`src/rtl/decode_pkg.sv`:
```
// decode_pkg: shared opcodes, ALU modes, FSM states and the decode bundle type
//   Bundle field widths come from XLEN_P/RW_P; decode_unit and decode_logic
//   default their XLEN/RW parameters to these values and expect them to match.
package decode_pkg;
   localparam int XLEN_P = 32;
   localparam int RW_P   = 4;
   localparam logic [5:0] OP_ALU_LO = 6'b000010;
   localparam logic [5:0] OP_ALU_HI = 6'b010111;
   localparam logic [5:0] OP_MEM_LO = 6'b011010;
   localparam logic [5:0] OP_MEM_HI = 6'b011111;
   localparam logic [5:0] OP_BEQ    = 6'b100000;
   localparam logic [5:0] OP_BNE    = 6'b100001;
   localparam logic [5:0] OP_J      = 6'b100010;
   localparam logic [5:0] OP_JR     = 6'b100011;
   localparam logic [5:0] OP_JAL    = 6'b100100;
   localparam logic [5:0] OP_MFHI   = 6'b100101;
   localparam logic [3:0] ALU_ADD   = 4'b0001;
   localparam logic [3:0] ALU_MFHI  = 4'b1101;
   localparam logic [3:0] ALU_EQ    = 4'b1110;
   localparam logic [3:0] ALU_NEQ   = 4'b1111;
   typedef enum logic [1:0] {RUN, HALTED, TRAP} state_t;
   typedef struct packed {
      logic [RW_P-1:0]   r1;
      logic [RW_P-1:0]   r2;
      logic [RW_P-1:0]   w1;
      logic [XLEN_P-1:0] imm;
      logic [3:0]        alu_mode;
      logic              imm_flag;
      logic              reg_write;
      logic              mem_write;
      logic              mem_read;
      logic              pc_read;
      logic              is_jump;
      logic              is_branch;
      logic [XLEN_P-1:0] mask;
   } dec_bundle_t;
endpackage

```
`src/rtl/decode_logic.sv`:
```
// decode_logic: purely combinational instruction word -> decode bundle
//   instr   in   XLEN   instruction word
//   bundle  out  dec_bundle_t  decoded fields (all zero for illegal opcodes)
//   illegal out  1      opcode is not in the instruction set
module decode_logic
   import decode_pkg::*;
#(
   parameter int XLEN     = XLEN_P,
   parameter int RW       = RW_P,
   parameter int JW       = 12,
   parameter int SIGN_IMM = 0
) (
   input  logic [XLEN-1:0] instr,
   output dec_bundle_t     bundle,
   output logic            illegal
);
   localparam int IMM_W = XLEN - 6 - 2 * RW;
   logic [5:0]      op;
   logic [RW-1:0]   d, s, t;
   logic [XLEN-1:0] zimm, simm, timm, ext;
   assign op   = instr[XLEN-1 -: 6];
   assign d    = instr[XLEN-7 -: RW];
   assign s    = instr[XLEN-7-RW -: RW];
   assign t    = instr[XLEN-7-2*RW -: RW];
   assign zimm = {{(XLEN-IMM_W){1'b0}}, instr[IMM_W-1:0]};
   assign simm = {{(XLEN-IMM_W){instr[IMM_W-1]}}, instr[IMM_W-1:0]};
   assign timm = {{(XLEN-JW){1'b0}}, instr[XLEN-7 -: JW]};
   // branch offsets are always signed; only arith/mem immediates follow SIGN_IMM
   assign ext  = (SIGN_IMM != 0) ? simm : zimm;
   always_comb begin
      bundle  = '0;
      illegal = 1'b0;
      if (op inside {[OP_ALU_LO:OP_ALU_HI]}) begin
         bundle.alu_mode  = op[4:1];
         bundle.imm_flag  = op[0];
         bundle.w1        = d;
         bundle.r1        = s;
         bundle.r2        = op[0] ? '0 : t;
         bundle.imm       = op[0] ? ext : '0;
         bundle.mask      = '1;
         bundle.reg_write = 1'b1;
      end else if (op inside {[OP_MEM_LO:OP_MEM_HI]}) begin
         bundle.alu_mode  = ALU_ADD;
         bundle.w1        = d;
         bundle.r1        = s;
         bundle.r2        = d;
         bundle.imm       = ext;
         bundle.imm_flag  = 1'b1;
         // op[2:1] selects byte / half / word lanes
         bundle.mask      = (op[2:1] == 2'b01) ? {{(XLEN-8){1'b0}}, 8'hFF} :
                            (op[2:1] == 2'b10) ? {{(XLEN-16){1'b0}}, 16'hFFFF} : '1;
         bundle.reg_write = ~op[0];
         bundle.mem_read  = ~op[0];
         bundle.mem_write = op[0];
      end else if (op == OP_BEQ || op == OP_BNE) begin
         bundle.alu_mode  = op[0] ? ALU_NEQ : ALU_EQ;
         bundle.r1        = d;
         bundle.r2        = s;
         bundle.imm       = simm;
         bundle.is_branch = 1'b1;
      end else if (op == OP_J || op == OP_JAL) begin
         bundle.alu_mode  = ALU_ADD;
         bundle.imm       = timm;
         bundle.imm_flag  = 1'b1;
         bundle.is_jump   = 1'b1;
         if (op == OP_JAL) begin
            bundle.w1        = '1;
            bundle.reg_write = 1'b1;
            bundle.pc_read   = 1'b1;
            bundle.mask      = '1;
         end
      end else if (op == OP_JR) begin
         bundle.alu_mode  = ALU_ADD;
         bundle.r2        = d;
         bundle.is_jump   = 1'b1;
      end else if (op == OP_MFHI) begin
         bundle.alu_mode  = ALU_MFHI;
         bundle.w1        = d;
         bundle.reg_write = 1'b1;
         bundle.mask      = '1;
      end else begin
         illegal = 1'b1;
      end
   end
endmodule

```
`src/rtl/decode_unit.sv`:
```
// decode_unit: handshaked instruction decoder with registered bundle, halt FSM and counter
//   clk, rst_n (async active-low)
//   in_valid/in_ready/in_instr      fetch side handshake
//   out_valid/out_ready             execute side handshake
//   r1, r2, w1, imm, alu_mode, imm_flag, reg_write, mem_write, mem_read,
//   pc_read, is_jump, is_branch, mask   registered decode bundle
//   is_halted                       decoder stopped by an illegal opcode
//   dec_count                       bundles consumed by execute (wraps)
//   trap_valid/trap_instr/trap_ack  recoverable trap instead of halt, built only
//                                   when DECODE_TRAP_EN is defined
module decode_unit
   import decode_pkg::*;
#(
   parameter int XLEN     = XLEN_P,
   parameter int RW       = RW_P,
   parameter int JW       = 12,
   parameter int SIGN_IMM = 0,
   parameter int CNT_W    = 16
) (
   input  logic             clk,
   input  logic             rst_n,
   input  logic             in_valid,
   output logic             in_ready,
   input  logic [XLEN-1:0]  in_instr,
   output logic             out_valid,
   input  logic             out_ready,
   output logic [RW-1:0]    r1,
   output logic [RW-1:0]    r2,
   output logic [RW-1:0]    w1,
   output logic [XLEN-1:0]  imm,
   output logic [3:0]       alu_mode,
   output logic             imm_flag,
   output logic             reg_write,
   output logic             mem_write,
   output logic             mem_read,
   output logic             pc_read,
   output logic             is_jump,
   output logic             is_branch,
   output logic [XLEN-1:0]  mask,
   output logic             is_halted,
`ifdef DECODE_TRAP_EN
   output logic             trap_valid,
   output logic [XLEN-1:0]  trap_instr,
   input  logic             trap_ack,
`endif
   output logic [CNT_W-1:0] dec_count
);
`ifdef DECODE_TRAP_EN
   localparam state_t ILL_STATE = TRAP;
`else
   localparam state_t ILL_STATE = HALTED;
`endif
   state_t           state_q, state_d;
   dec_bundle_t      bundle_q, bundle_d, dec;
   logic             out_valid_q, out_valid_d;
   logic [CNT_W-1:0] dec_count_q, dec_count_d;
   logic             illegal, fire, consume;
`ifdef DECODE_TRAP_EN
   logic [XLEN-1:0]  trap_instr_q, trap_instr_d;
`endif
   decode_logic #(.XLEN(XLEN), .RW(RW), .JW(JW), .SIGN_IMM(SIGN_IMM)) u_logic (
      .instr   (in_instr),
      .bundle  (dec),
      .illegal (illegal)
   );
   assign in_ready = (state_q == RUN) && (!out_valid_q || out_ready);
   assign fire     = in_valid && in_ready;
   assign consume  = out_valid_q && out_ready;
   always_comb begin
      // an illegal fire loads nothing; a bundle draining the same cycle still leaves
      out_valid_d = (fire && !illegal) ? 1'b1 : consume ? 1'b0 : out_valid_q;
      bundle_d    = (fire && !illegal) ? dec : bundle_q;
      dec_count_d = dec_count_q + CNT_W'(consume);
      state_d     = (state_q == RUN && fire && illegal) ? ILL_STATE : state_q;
`ifdef DECODE_TRAP_EN
      state_d      = (state_q == TRAP && trap_ack) ? RUN : state_d;
      trap_instr_d = (fire && illegal) ? in_instr : trap_instr_q;
`endif
   end
   always_ff @(posedge clk or negedge rst_n) begin
      if (!rst_n) begin
         state_q      <= RUN;
         bundle_q     <= '0;
         out_valid_q  <= 1'b0;
         dec_count_q  <= '0;
`ifdef DECODE_TRAP_EN
         trap_instr_q <= '0;
`endif
      end else begin
         state_q      <= state_d;
         bundle_q     <= bundle_d;
         out_valid_q  <= out_valid_d;
         dec_count_q  <= dec_count_d;
`ifdef DECODE_TRAP_EN
         trap_instr_q <= trap_instr_d;
`endif
      end
   end
   assign out_valid = out_valid_q;
   assign r1        = bundle_q.r1;
   assign r2        = bundle_q.r2;
   assign w1        = bundle_q.w1;
   assign imm       = bundle_q.imm;
   assign alu_mode  = bundle_q.alu_mode;
   assign imm_flag  = bundle_q.imm_flag;
   assign reg_write = bundle_q.reg_write;
   assign mem_write = bundle_q.mem_write;
   assign mem_read  = bundle_q.mem_read;
   assign pc_read   = bundle_q.pc_read;
   assign is_jump   = bundle_q.is_jump;
   assign is_branch = bundle_q.is_branch;
   assign mask      = bundle_q.mask;
   assign is_halted = (state_q == HALTED);
   assign dec_count = dec_count_q;
`ifdef DECODE_TRAP_EN
   assign trap_valid = (state_q == TRAP);
   assign trap_instr = trap_instr_q;
`endif
endmodule

```
`config.mk`:
```
export PLATFORM = sky130hd
export DESIGN_NAME = decode_unit
export DESIGN_NICKNAME = d
export VERILOG_FILES = /design/src/rtl/decode_pkg.sv /design/src/rtl/decode_logic.sv /design/src/rtl/decode_unit.sv
export SDC_FILE = /design/constraint.sdc
export NUM_CORES = 1
export LEC_CHECK = 0
export CAP_MARGIN = 20
export CELL_PAD_IN_SITES_DETAIL_PLACEMENT = 0
export CELL_PAD_IN_SITES_GLOBAL_PLACEMENT = 2
export CORE_UTILIZATION = 29
export CTS_CLUSTER_DIAMETER = 60
export DETAILED_ROUTE_END_ITERATION = 6
export PLACE_DENSITY_LB_ADDON = 0.1
export SLEW_MARGIN = 20
export SYNTH_ARGS = -nofsm -noshare
export SYNTH_HDL_FRONTEND = slang
export SYNTH_SLANG_ARGS = --single-unit
```
`constraint.sdc`:
```
create_clock -name clk -period 2.3 [get_ports clk]
set_input_delay 0.345 -clock clk [delete_from_list [all_inputs] [get_ports clk]]
set_output_delay 0.345 -clock clk [all_outputs]
set_load 0.05 [all_outputs]
```
After elaboration in Yosys (flattened, before gate mapping):

Cells that the tools add are included.

* register bits: 105
* bits in latches: 0
* RAM bits: 0
* ROM bits: 0
* bits of input ports: 36
* output and inout port bits: 106
* memories: 0

* $add $sub $neg: 1
* $mul: 0
* div/mod/pow operators: 0
* magnitude comparators: 4
* equality and inequality tests: 8
* shift operators: 0
* mux-type cells: 50
* bitwise gates (word level): 1
* reduce and logical (&&, ||, !) cells: 15

Operators by type and width (number)
* $mux 32: 9
* $mux 50: 2
* $mux 4: 13
* $eq 6x6->1 const B: 6
* $mux 36: 1
* $mux 1: 18
* $mux 18: 1
* $add 16x1->16: 1
* $le 6x5->1 const B: 2
* $mux 12: 1
* $logic_and 1x1->1: 8
* $ge 6x2->1 const B: 1
* $ge 6x5->1 const B: 1
* $mux 2: 3
* $mux 5: 1
* $logic_or 1x1->1: 3
* $mux 3: 1
* $eq 2x1->1 const B: 1
* $eq 2x2->1 const B: 1
* $logic_not 1->1: 2
* $logic_not 2->1: 1
* $reduce_bool 2->1: 1
* $not 1->1: 1

Logic depth before layout (Yosys ltp):

* word-level depth: 10
* depth in mapped cells: 8
* depth with buffers taken out: 6

Cells and area by module:

From an unflattened synthesis, not the netlist that was laid out.

* cell total of the unflattened synthesis: 395
* area total of the unflattened synthesis: 5052.3 µm²

By module, submodules not included
* decode_unit: instances 1, cells each 248, area each 3986.3 µm²
* decode_logic: instances 1, cells each 147, area each 1066.0 µm²

Least setup slack after synthesis:

No wires, ideal clock.

* path kind: input to register
* start point: input port in_instr[28]
* end point: register bundle_q (netlist bit mask[15])
* library setup time: 125 ps
* arrival time: 1949 ps
* slack: 226 ps
* cell stages on the path: 8
* cells stage by stage: buf_6 > inv_1 > ha_1 > nand2b_4 > a221o_2 > a21oi_4 > buf_6 > mux2_4

* word-level cells in the longest chain between the ends: 9
* elaborated cells on any way between the ends: 31
* classes of those cells: order compare: 4; eq/ne: 7; mux: 14; reduce/logical: 6

Ends and longest elaborated chain
* from (decl): line decode_unit.sv:24 `input logic [XLEN-1:0] in_instr,`
* $eq 6x6->1: line decode_logic.sv:76 `end else if (op == OP_MFHI) begin`
* $mux 1: line decode_logic.sv:76
* $mux 1: line decode_logic.sv:72 `end else if (op == OP_JR) begin`
* $mux 1: line decode_logic.sv:61 `end else if (op == OP_J || op == OP_JAL) begin`
* $mux 1: line decode_logic.sv:55 `end else if (op == OP_BEQ || op == OP_BNE) begin`
* $mux 1: line decode_logic.sv:42 `end else if (op inside {[OP_MEM_LO:OP_MEM_HI]}) begin`
* $mux 1: line decode_logic.sv:33 `if (op inside {[OP_ALU_LO:OP_ALU_HI]}) begin`
* $logic_not 1->1: line decode_unit.sv:72 `bundle_d = (fire && !illegal) ? dec : bundle_q;`
* $logic_and 1x1->1: line decode_unit.sv:72
* to (signal assigned): line decode_unit.sv:91 `bundle_q <= bundle_d;`
* to (decl): line decode_unit.sv:54 `dec_bundle_t bundle_q, bundle_d, dec;`

Parallel ways exist; a longest one is shown, timed or not.
A chain may end at the register's enable or synchronous reset.

==> results.json <==
{
  "cts_buffers": 9,
  "die_y_um": 114.0,
  "yosysUniqueCellTypes": 54,
  "die_x_um": 114.0,
  "setup_viol": 0,
  "rsz0062_at_grt": "false",
  "path_delay_family": "buffers and inverters",
  "path_class": "flip-flop to output port",
  "p_leak_nw": 2.415,
  "critPathArrivalTime_ps": 1840,
  "num_vias": 2968,
  "worstPathCellList": "clkdlybuf4s50_1",
  "synthFlopType": "dfrtp_1",
  "yosys.area.top_type": "dfrtp_1",
  "htree_levels": 3,
  "slowest_delay_ps": 890,
  "power.total_mw": 2.879,
  "postRouteAntennaNets": 0,
  "design_area_um2": 5533,
  "max_cap_viol_count": 0,
  "hold_path.class": "primary input to asynchronous set/reset pin",
  "status": "finished, final reports clean",
  "grt_usage": 0.1663,
  "gp_congestion": 0.7852,
  "r2r_cells": 6,
  "synth_area_leaders": "dfrtp_1, buf_4, mux2_4",
  "hold_violations": 0,
  "fin_crit_ps": 2186,
  "synth-seq-cells": 63,
  "rows": 40,
  "antenna_cells_inserted": 0,
  "top_layer": "met4",
  "postCtsHoldBufs": 0,
  "fin_crit_sh": 0.9503,
  "dpl_cell_area_um2": 5209,
  "grt_max_degree": 64,
  "cp.depth": 1,
  "maxSlewViolCount": 0,
  "start_util": 0.3004,
  "cts_max_path_buffers": 2,
  "path_buf_inv": 1,
  "drtIter0Drc": 160,
  "yosys_warnings": 0,
  "ctsResizeCount": 0,
  "drive_gt1_frac": 0.1864,
  "tns_ps": 0,
  "critPathCaptureType": "output port",
  "worstSetupStartpointType": "flip-flop",
  "multiInputGateArea_um2": 1499,
  "synth_top_area_frac": 0.4333,
  "crit_required_ps": 1960,
  "slew_headroom": 0.6251,
  "syn_nets": 371,
  "grt_pass1_vias": 2927,
  "wl_met1_um": 5014,
  "clock-sinks": 63,
  "dp_hpwl_um": 7748,
  "clock_skew_ps": 9.203,
  "wire_per_inst_um": 16.26,
  "grt_pass1_wl_um": 16290,
  "antenna_found_initial": 0,
  "finalNetCount": 506,
  "dieArea_um2": 13000,
  "irDropWorstVdd_mv": 0.2737,
  "ios": 142,
  "yosysSeqAreaShare": 0.4333,
  "synth-edff-count": 0,
  "cts_tree": "yes",
  "worst_pin_slew_ps": 558.5,
  "worstPathMaxFanout": 15,
  "async_flop_share": 1.000,
  "coreArea_um2": 12110,
  "timing.fmax_mhz": 457.5,
  "cts_setup_buffers": 0,
  "dr_wl_met2_um": 4721,
  "cp_slowest_cell": "clkdlybuf4s50_1",
  "post-route-drc-count": 0,
  "area_delta_synth_final_pct": 52.06,
  "drt_pass1_iterations": 4,
  "clk_pin_slew_ps": 60,
  "numPortBuffers": 141,
  "ff_latch_area_um2": 1577,
  "clk_latency_ps": 340,
  "drt_wl_total_um": 10400,
  "met3_length_um": 599,
  "avgSynthCellArea_um2": 10.96,
  "overflow": 0,
  "via_per_inst": 4.638,
  "n_fill_cell": 1177,
  "cts_root_buffer": "clkbuf_16",
  "synthCells": 332,
  "syn-cell-area_um2": 3638,
  "p_per_area_nw_per_um2": 520.4
}
-- power by group --
group	internal (mW)	switching [mW]
Combinational	0.132	0.146
Clock	0.978	0.514
Sequential	1.11	0
-- per-layer routing --
| layer | track usage | vias up |
|---|---|---|
| li1 | - | 1422 |
| met1 | 0.2303 | 1433 |
| met2 | 0.2493 | 107 |
| met3 | 0.04995 | 6 |
| met4 | 0.04935 | 0 |
| met5 | 0 | - |
-- placed cells by master (no fill, tap or decap), types with 10 or more instances in the layout --
cell type and count:
clkdlybuf4s50_1 139, dfrtp_1 63, buf_4 36, inv_1 31, nand2_1 15, mux2_4 14
a32oi_1 13, o211ai_1 12, a21oi_1 12, xnor2_1 10
-- Yosys cell counts, types with 2 or more instances --
library cell / count
xnor2_1: 10
nand2b_1: 5
o32ai_1: 8
a32oi_1: 13
buf_2: 3
nand3b_1: 2
a22o_1: 4
and4_1: 2
o211ai_1: 12
dfrtp_1: 63
nand4_1: 5
ha_1: 3
nand2_1: 15
o22ai_1: 4
and3_1: 3
and2_1: 5
a21oi_2: 2
mux2_4: 14
or3_1: 2
a21o_1: 2
buf_4: 45
nor2_1: 5
buf_6: 7
a222oi_1: 3
a211o_1: 2
mux2i_1: 9
a21oi_1: 12
o21ai_0: 3
nand3_1: 5
inv_1: 31
clkbuf_1: 3
o21bai_1: 2
xor2_1: 4
nor3_1: 4
-- metrics by stage --
stage / hold WS [ps] / worst slack (ps) / cells / util
2_1_floorplan: 49.41 / 226.2 / 332 / -
3_3_place_gp: 392.3 / -95.07 / 624 / 0.4301
3_5_place_dp: 396.3 / -135.7 / 624 / 0.4301
4_1_cts: 35.03 / 62.92 / 640 / 0.4568
5_1_grt: 39.12 / 1.835 / 640 / 0.4568
6_report: 13.49 / 114.3 / 640 / 0.4568
-- final timing paths --
kind,startpoint,endpoint,slack (ps)
setup / recovery,imm[30],imm[23],110
hold / removal,rst_n,dec_count[10],10
setup reg to reg,out_valid,imm[1],590
hold reg to reg,dec_count[15],dec_count[15],460
max in group asynchronous,rst_n,alu_mode[1],1980
min in group clk,dec_count[15],dec_count[15],460
-- cell type report --
cell class              count  share of cell area
well taps                 168             0.03799
flip-flops and latches     63              0.2849
clock inverters             5             0.01470
inverters                  31             0.02103
multi-input cells         179              0.2709
repair buffers            183              0.3265
clock buffers              11             0.04387
-- kinds of logic after synthesis --
| family | Yosys count | synth area share |
|---|---|---|
| flip-flops | 63 | 0.4333 |
| buffers and inverters | 90 | 0.1547 |
| multiplexers | 25 | 0.09182 |
| adder cells (fa/ha/maj) | 3 | 0.01032 |
| XOR/XNOR | 14 | 0.03370 |
| AO/OA/AOI/OAI | 77 | 0.1740 |
| AND/OR/NAND/NOR | 60 | 0.1021 |
-- flip-flops by register name, summed over array words and instances, names as in the netlist --
signal	cells
r1	4
dec_count	16
is_branch	1
mem_read	1
alu_mode	4
pc_read	1
is_jump	1
imm	19
mask	3
imm_flag	1
state_q	1
reg_write	1
out_valid	1
w1	4
r2	4
mem_write	1
(Power assumes the default switching activity.)
